## src/rtl/poly_wavetable_engine.sv

```systemverilog
// Polyphonic wavetable engine: NUM_VOICES phase-accumulator voices with
// linear attack/release envelopes, swept once per codec sample through a
// shared external waveform ROM and mixed with saturation to 16-bit signed.
module poly_wavetable_engine #(
   parameter int NUM_VOICES   = 4,
   parameter int PHASE_W      = 24,
   parameter int ADDR_W       = 8,
   parameter int KEY_W        = 4,
   parameter int ATTACK_STEP  = 16,
   parameter int RELEASE_STEP = 4
) (
   input  logic                  clk_50,
   input  logic                  ar,
   input  logic                  sample_tick,
   input  logic                  note_valid,
   output logic                  note_ready,
   input  logic                  note_on,
   input  logic [KEY_W-1:0]      note_key,
   input  logic [PHASE_W-1:0]    note_inc,
   input  logic [1:0]            note_wave,
   output logic [ADDR_W+1:0]     rom_addr,
   input  logic [15:0]           rom_data,
   output logic [15:0]           sample_out,
   output logic                  sample_valid,
   output logic [NUM_VOICES-1:0] voice_active,
   output logic                  overrun
);

   localparam int VIDX_W = $clog2(NUM_VOICES);
   localparam int ACC_W  = 16 + VIDX_W;
   localparam logic [8:0] ATK9 = 9'(ATTACK_STEP);
   localparam logic [7:0] REL8 = 8'(RELEASE_STEP);

   typedef enum logic [1:0] {ST_IDLE, ST_SWEEP, ST_FLUSH, ST_OUT} top_state_t;
   typedef enum logic [1:0] {V_IDLE, V_ATTACK, V_SUSTAIN, V_RELEASE} voice_state_t;

   top_state_t state, state_next;

   voice_state_t       v_state [NUM_VOICES];
   logic [PHASE_W-1:0] v_phase [NUM_VOICES];
   logic [PHASE_W-1:0] v_inc   [NUM_VOICES];
   logic [7:0]         v_env   [NUM_VOICES];
   logic [1:0]         v_wave  [NUM_VOICES];
   logic [KEY_W-1:0]   v_key   [NUM_VOICES];

   logic [VIDX_W-1:0] slot;
   logic [VIDX_W-1:0] steal_ptr;

   logic                  note_fire;
   logic                  match_hit, free_hit;
   logic [VIDX_W-1:0]     match_idx, free_idx, alloc_idx;
   logic [NUM_VOICES-1:0] off_mask;

   voice_state_t cur_state;
   logic [7:0]   cur_env;
   logic [8:0]   env_up;

   logic               mix_valid;
   logic [7:0]         mix_env;
   logic signed [23:0] mix_prod;
   logic [15:0]        term;
   logic [ACC_W-1:0]   acc, acc_sum;
   logic [ACC_W-16:0]  sat_hi;
   logic [15:0]        sat_val;

   // Top sequencer state register; reset aborts any sweep in progress.
   always_ff @(posedge clk_50) begin
      if (ar) state <= ST_IDLE;
      else    state <= state_next;
   end

   // Sequencer next state: a tick starts a sweep, one slot per voice, then flush and output.
   always_comb begin
      state_next = state;
      note_ready = 1'b0;
      case (state)
         ST_IDLE: begin
            note_ready = ~ar;
            if (sample_tick) state_next = ST_SWEEP;
         end
         ST_SWEEP: begin
            if (slot == VIDX_W'(NUM_VOICES - 1)) state_next = ST_FLUSH;
         end
         ST_FLUSH: state_next = ST_OUT;
         ST_OUT:   state_next = ST_IDLE;
         default:  state_next = ST_IDLE;
      endcase
   end

   // Voice slot counter: cleared when a sweep starts, advanced once per sweep cycle.
   always_ff @(posedge clk_50) begin
      if (ar) slot <= '0;
      else if (state == ST_IDLE && sample_tick) slot <= '0;
      else if (state == ST_SWEEP) slot <= slot + VIDX_W'(1);
   end

   // ROM address for the voice occupying the current slot.
   always_comb begin
      rom_addr = {v_wave[slot], v_phase[slot][PHASE_W-1 -: ADDR_W]};
   end

   // Note allocation search: lowest-index key match, lowest-index free voice, note-off mask.
   always_comb begin
      note_fire = note_valid & note_ready;
      match_hit = 1'b0;
      match_idx = '0;
      free_hit  = 1'b0;
      free_idx  = '0;
      off_mask  = '0;
      for (int i = NUM_VOICES - 1; i >= 0; i--) begin
         if (v_state[i] != V_IDLE && v_key[i] == note_key) begin
            match_hit   = 1'b1;
            match_idx   = VIDX_W'(i);
            off_mask[i] = 1'b1;
         end
         if (v_state[i] == V_IDLE) begin
            free_hit = 1'b1;
            free_idx = VIDX_W'(i);
         end
      end
      if (match_hit)     alloc_idx = match_idx;
      else if (free_hit) alloc_idx = free_idx;
      else               alloc_idx = steal_ptr;
   end

   // Envelope arithmetic for the voice in the current slot.
   always_comb begin
      cur_state = v_state[slot];
      cur_env   = v_env[slot];
      env_up    = {1'b0, cur_env} + ATK9;
   end

   // Voice registers: note events in IDLE, phase/envelope advance during each voice's sweep slot.
   always_ff @(posedge clk_50) begin
      if (ar) begin
         for (int i = 0; i < NUM_VOICES; i++) begin
            v_state[i] <= V_IDLE;
            v_phase[i] <= '0;
            v_inc[i]   <= '0;
            v_env[i]   <= '0;
            v_wave[i]  <= '0;
            v_key[i]   <= '0;
         end
         steal_ptr <= '0;
      end else begin
         if (note_fire) begin
            if (note_on) begin
               v_state[alloc_idx] <= V_ATTACK;
               v_inc[alloc_idx]   <= note_inc;
               v_wave[alloc_idx]  <= note_wave;
               v_key[alloc_idx]   <= note_key;
               if (!match_hit) begin
                  v_phase[alloc_idx] <= '0;
                  v_env[alloc_idx]   <= '0;
               end
               if (!match_hit && !free_hit) begin
                  if (steal_ptr == VIDX_W'(NUM_VOICES - 1)) steal_ptr <= '0;
                  else                                      steal_ptr <= steal_ptr + VIDX_W'(1);
               end
            end else begin
               for (int i = 0; i < NUM_VOICES; i++) begin
                  if (off_mask[i]) v_state[i] <= V_RELEASE;
               end
            end
         end
         if (state == ST_SWEEP) begin
            if (cur_state != V_IDLE) v_phase[slot] <= v_phase[slot] + v_inc[slot];
            case (cur_state)
               V_ATTACK: begin
                  if (env_up >= 9'd255) begin
                     v_env[slot]   <= 8'd255;
                     v_state[slot] <= V_SUSTAIN;
                  end else begin
                     v_env[slot] <= env_up[7:0];
                  end
               end
               V_RELEASE: begin
                  if (cur_env <= REL8) begin
                     v_env[slot]   <= 8'd0;
                     v_state[slot] <= V_IDLE;
                  end else begin
                     v_env[slot] <= cur_env - REL8;
                  end
               end
               default: ;
            endcase
         end
      end
   end

   // Scaled ROM term, running sum and 16-bit saturation of the sum.
   always_comb begin
      mix_prod = $signed({{8{rom_data[15]}}, rom_data}) * $signed({16'd0, mix_env});
      term     = 16'(mix_prod >>> 8);
      acc_sum  = acc + {{(ACC_W-16){term[15]}}, term};
      sat_hi   = acc_sum[ACC_W-1:15];
      if (&sat_hi || ~|sat_hi) sat_val = acc_sum[15:0];
      else if (acc_sum[ACC_W-1]) sat_val = 16'h8000;
      else sat_val = 16'h7FFF;
   end

   // Mix pipeline: latch the pre-update envelope at address issue, accumulate when data returns.
   always_ff @(posedge clk_50) begin
      if (ar) begin
         mix_valid    <= 1'b0;
         mix_env      <= '0;
         acc          <= '0;
         sample_out   <= '0;
         sample_valid <= 1'b0;
         overrun      <= 1'b0;
      end else begin
         mix_valid    <= (state == ST_SWEEP);
         mix_env      <= (cur_state != V_IDLE) ? cur_env : 8'd0;
         sample_valid <= (state == ST_FLUSH);
         if (state == ST_IDLE && sample_tick) acc <= '0;
         else if (mix_valid)                  acc <= acc_sum;
         if (state == ST_FLUSH) sample_out <= sat_val;
         if (sample_tick && state != ST_IDLE) overrun <= 1'b1;
      end
   end

   // Registered view of which voices are sounding.
   always_ff @(posedge clk_50) begin
      if (ar) begin
         voice_active <= '0;
      end else begin
         for (int i = 0; i < NUM_VOICES; i++) voice_active[i] <= (v_state[i] != V_IDLE);
      end
   end

endmodule

```

## config.mk

```make
export PLATFORM = sky130hd
export DESIGN_NAME = poly_wavetable_engine
export DESIGN_NICKNAME = d
export VERILOG_FILES = /design/src/rtl/poly_wavetable_engine.sv
export SDC_FILE = /design/constraint.sdc
export NUM_CORES = 1
export LEC_CHECK = 0
export CELL_PAD_IN_SITES_DETAIL_PLACEMENT = 1
export CELL_PAD_IN_SITES_GLOBAL_PLACEMENT = 1
export CORE_ASPECT_RATIO = 1.4
export CORE_MARGIN = 3
export CORE_UTILIZATION = 50
export DETAILED_ROUTE_END_ITERATION = 7
export GPL_TIMING_DRIVEN = 0
export HOLD_SLACK_MARGIN = 0.02
export PLACE_DENSITY_LB_ADDON = 0.15
export SETUP_SLACK_MARGIN = 0.02
export SLEW_MARGIN = 20
export SYNTH_ARGS = -nofsm -noshare
export SYNTH_HDL_FRONTEND = slang
export SYNTH_SLANG_ARGS = --single-unit
```

## constraint.sdc

```tcl
create_clock -name clk_50 -period 9.2 [get_ports clk_50]
set_clock_uncertainty 0.1 [all_clocks]
set_input_delay 1.84 -clock clk_50 [delete_from_list [all_inputs] [get_ports clk_50]]
set_output_delay 1.84 -clock clk_50 [all_outputs]
set_load 0.01 [all_outputs]
```

==> impl_metrics.env <==
export IMPL_synth_area_top_cells="edfxtp_1 (39%), fa_1 (10%), mux4_2 (6.8%)"
export IMPL_yosysSeqAreaShare=0.443
export IMPL_antenna_left=0
export IMPL_ys_async_sr_fraction=0
export IMPL_numCtsBuffers=31
export IMPL_vias=13569
export IMPL_critPathLaunchType="input port"
export IMPL_drc=0
export IMPL_die_h_um=242
export IMPL_ys_seq_elements=313
export IMPL_slowest_delay_ns=0.65
export IMPL_setup_viol=0
export IMPL_yosys_area_top_type="edfxtp_1"
export IMPL_cts_path_max_buffers=3
export IMPL_syn_area_per_cell_um2=11.3
export IMPL_stdcell_count=2439
export IMPL_tightestPinTransition_ns=1.01
export IMPL_layout_drive_gt1_share=0.0882
export IMPL_ios=84
export IMPL_hp_class="reg2reg"
export IMPL_yosysTopAreaCellShare=0.386
export IMPL_slew_viol_final=0
export IMPL_path_max_fanout=10
export IMPL_crit_top_cell="fa_1"
export IMPL_cts_hold_buf=0
export IMPL_area_growth_pct=13.4
export IMPL_netlist_instances=1772
export IMPL_grt_overflow=0
export IMPL_grt_max_degree=31
export IMPL_yosysUniqueCellTypes=73
export IMPL_fin_nets=2140
export IMPL_synth_ff_type="edfxtp_1"
export IMPL_wl_per_cell_um=21.3
export IMPL_power_density_nw_per_um2=240
export IMPL_totalNegativeSetupSlack_ns=0
export IMPL_cts_sinks=313
export IMPL_wl_mm=52.0
export IMPL_maxCapViolCount=0
export IMPL_critPathKind="in2reg"
export IMPL_port_buffers=78
export IMPL_synth_nets=2020
export IMPL_rsz0062_at_grt="false"
export IMPL_clk_latency_ns=0.59
export IMPL_synth_edf_count=256
export IMPL_ys_top_cells_by_count="edfxtp_1 (256), nor2_1 (191), and2_1 (184)"
export IMPL_antenna_found_initial=0
export IMPL_layout_min_cycle_time_ns=8.78
export IMPL_grt_pass1_wl_mm=83.6
export IMPL_power_leakage_nw=9.32
export IMPL_grt_usage=0.251
export IMPL_arrival_ns=9.17
export IMPL_post_dp_hpwl_mm=40.4
export IMPL_end_kind="flip-flop"
export IMPL_core_um2=38900
export IMPL_vias_per_cell=5.56
export IMPL_hold_worst_slack_ns=0.380
export IMPL_numPlacedInstances=2377
export IMPL_dr_pass1_iters=4
export IMPL_root_buffer="clkbuf_16"
export IMPL_syn_area_um2=19900
export IMPL_clkSlewWorstSetupHoldPaths_ns=0.06
export IMPL_htreeDepth=1
export IMPL_cp_data_required_time_ns=9.59
export IMPL_min_period_over_period=0.954
export IMPL_tritoncts="done"
export IMPL_initial_core_util=0.512
export IMPL_grt_pass1_vias=15290
export IMPL_hold_violations=0
export IMPL_yosysWarnings=0
export IMPL_die_w_um=175
export IMPL_peakVddDrop_uv=226
export IMPL_relSlewSlack=0.327
export IMPL_status="finished clean"
export IMPL_yosysMostFrequentCell="edfxtp_1"
export IMPL_slowest_stage="clkdlybuf4s50_1"
export IMPL_max_freq_ghz=0.114
export IMPL_num_rows=85
export IMPL_drt_iter0_markers=633
export IMPL_finalPower_mw=5.43
export IMPL_dieArea_um2=42300
export IMPL_post_route_util=0.581
export IMPL_gp_congestion=0.857
==> state kept, by name, summed over array words and instances, names as in the netlist, 4 cells and up, named ones only <==
| name | count |
|---|---|
| acc | 18 |
| v_env | 32 |
| voice_active | 4 |
| mix_env | 8 |
| v_key | 16 |
| v_inc | 96 |
| v_state | 8 |
| v_wave | 8 |
| sample_out | 16 |
| v_phase | 96 |
==> layer usage <==
| metal | wire length [um] | share of wire | GRT usage | up-vias |
|---|---|---|---|---|
| li1 | - | - | - | 6329 |
| met3 | 1510 | 0.029 | 0.0252 | 98 |
| met1 | 18100 | 0.35 | 0.262 | 6896 |
| met4 | 2580 | 0.050 | 0.110 | 0 |
| met2 | 29800 | 0.57 | 0.500 | 246 |
| met5 | 0 | 0 | 0 | - |
==> placed cells by master, fill, tap and decap left out, drive strengths merged, types with 58 or more instances in the layout <==
cell	netlist	routed
and2	185	185
o21ai	58	58
nand2	129	129
edfxtp	256	256
nor2	192	192
ha	96	96
clkdlybuf4s50	0	66
clkbuf	55	96
mux4	60	60
inv	178	181
fa	101	101
==> worst paths after layout <==
check             cells after the start                           to                   from  slack [ns]
setup / recovery                     27  sample_out[13]$_SDFFE_PP0P_           rom_data[14]        0.42
hold / removal                        2         overrun$_SDFFE_PP0P_   overrun$_SDFFE_PP0P_        0.38
setup reg to reg                     29  sample_out[13]$_SDFFE_PP0P_  mix_env[1]$_SDFF_PP0_        1.07
hold reg to reg                       2         overrun$_SDFFE_PP0P_   overrun$_SDFFE_PP0P_        0.38
==> area by class of cell <==
class / instances / area (um^2)
Tap cell: 522 / 653
Sequential cell: 313 / 8830
Buffer: 73 / 313
Clock inverter: 20 / 204
Inverter: 178 / 668
Timing Repair Buffer: 87 / 961
Multi-Input combinational cell: 1208 / 10200
Antenna cell: 1 / 2.50
Fill cell: 4152 / 16300
Clock buffer: 37 / 798
==> logic make-up (layout without fill, tap and decap cells) <==
family          Yosys count  after routing  share of synthesized area
buf+inv                 251            395                     0.0491
xor+xnor                 76             76                     0.0338
mux                      88             88                     0.0820
flops                   313            313                      0.443
simple gates            631            631                      0.159
compound gates          216            216                     0.0716
fa+ha+maj               197            197                      0.162
other cells               0              1                          0
==> timing repair <==
action                                  CTS  global route
resized for setup                         3            19
pin swaps                                 2             1
cloned                                    0             0
endpoints found under the setup margin   17            17
setup buffers                             3             1
==> where the power goes <==
part | internal, mW | switching [mW] | leakage (nW) | total, mW
logic | 0.939 | 1.39 | 5.73 | 2.33
registers | 1.75 | 0.0842 | 3.11 | 1.84
clock network | 0.709 | 0.553 | 0.479 | 1.26
total | 3.40 | 2.03 | 9.32 | 5.43
==> critical path, delay by kind of cell <==
family,cells,cell delay (ns)
compound gates,7,1.66
buf+inv,6,1.29
fa+ha+maj,6,2.68
simple gates,7,1.44
xor+xnor,1,0.24
==> through the flow <==
stage,worst slack (ns),instance area (um^2)
after floorplan,1.14,19900
after global placement,-0.738,21400
after detailed placement,-0.905,21500
after CTS,0.0758,22600
after global routing,0.0393,22600
final,0.423,22600
Note: power is estimated with default switching activity, not from simulation.
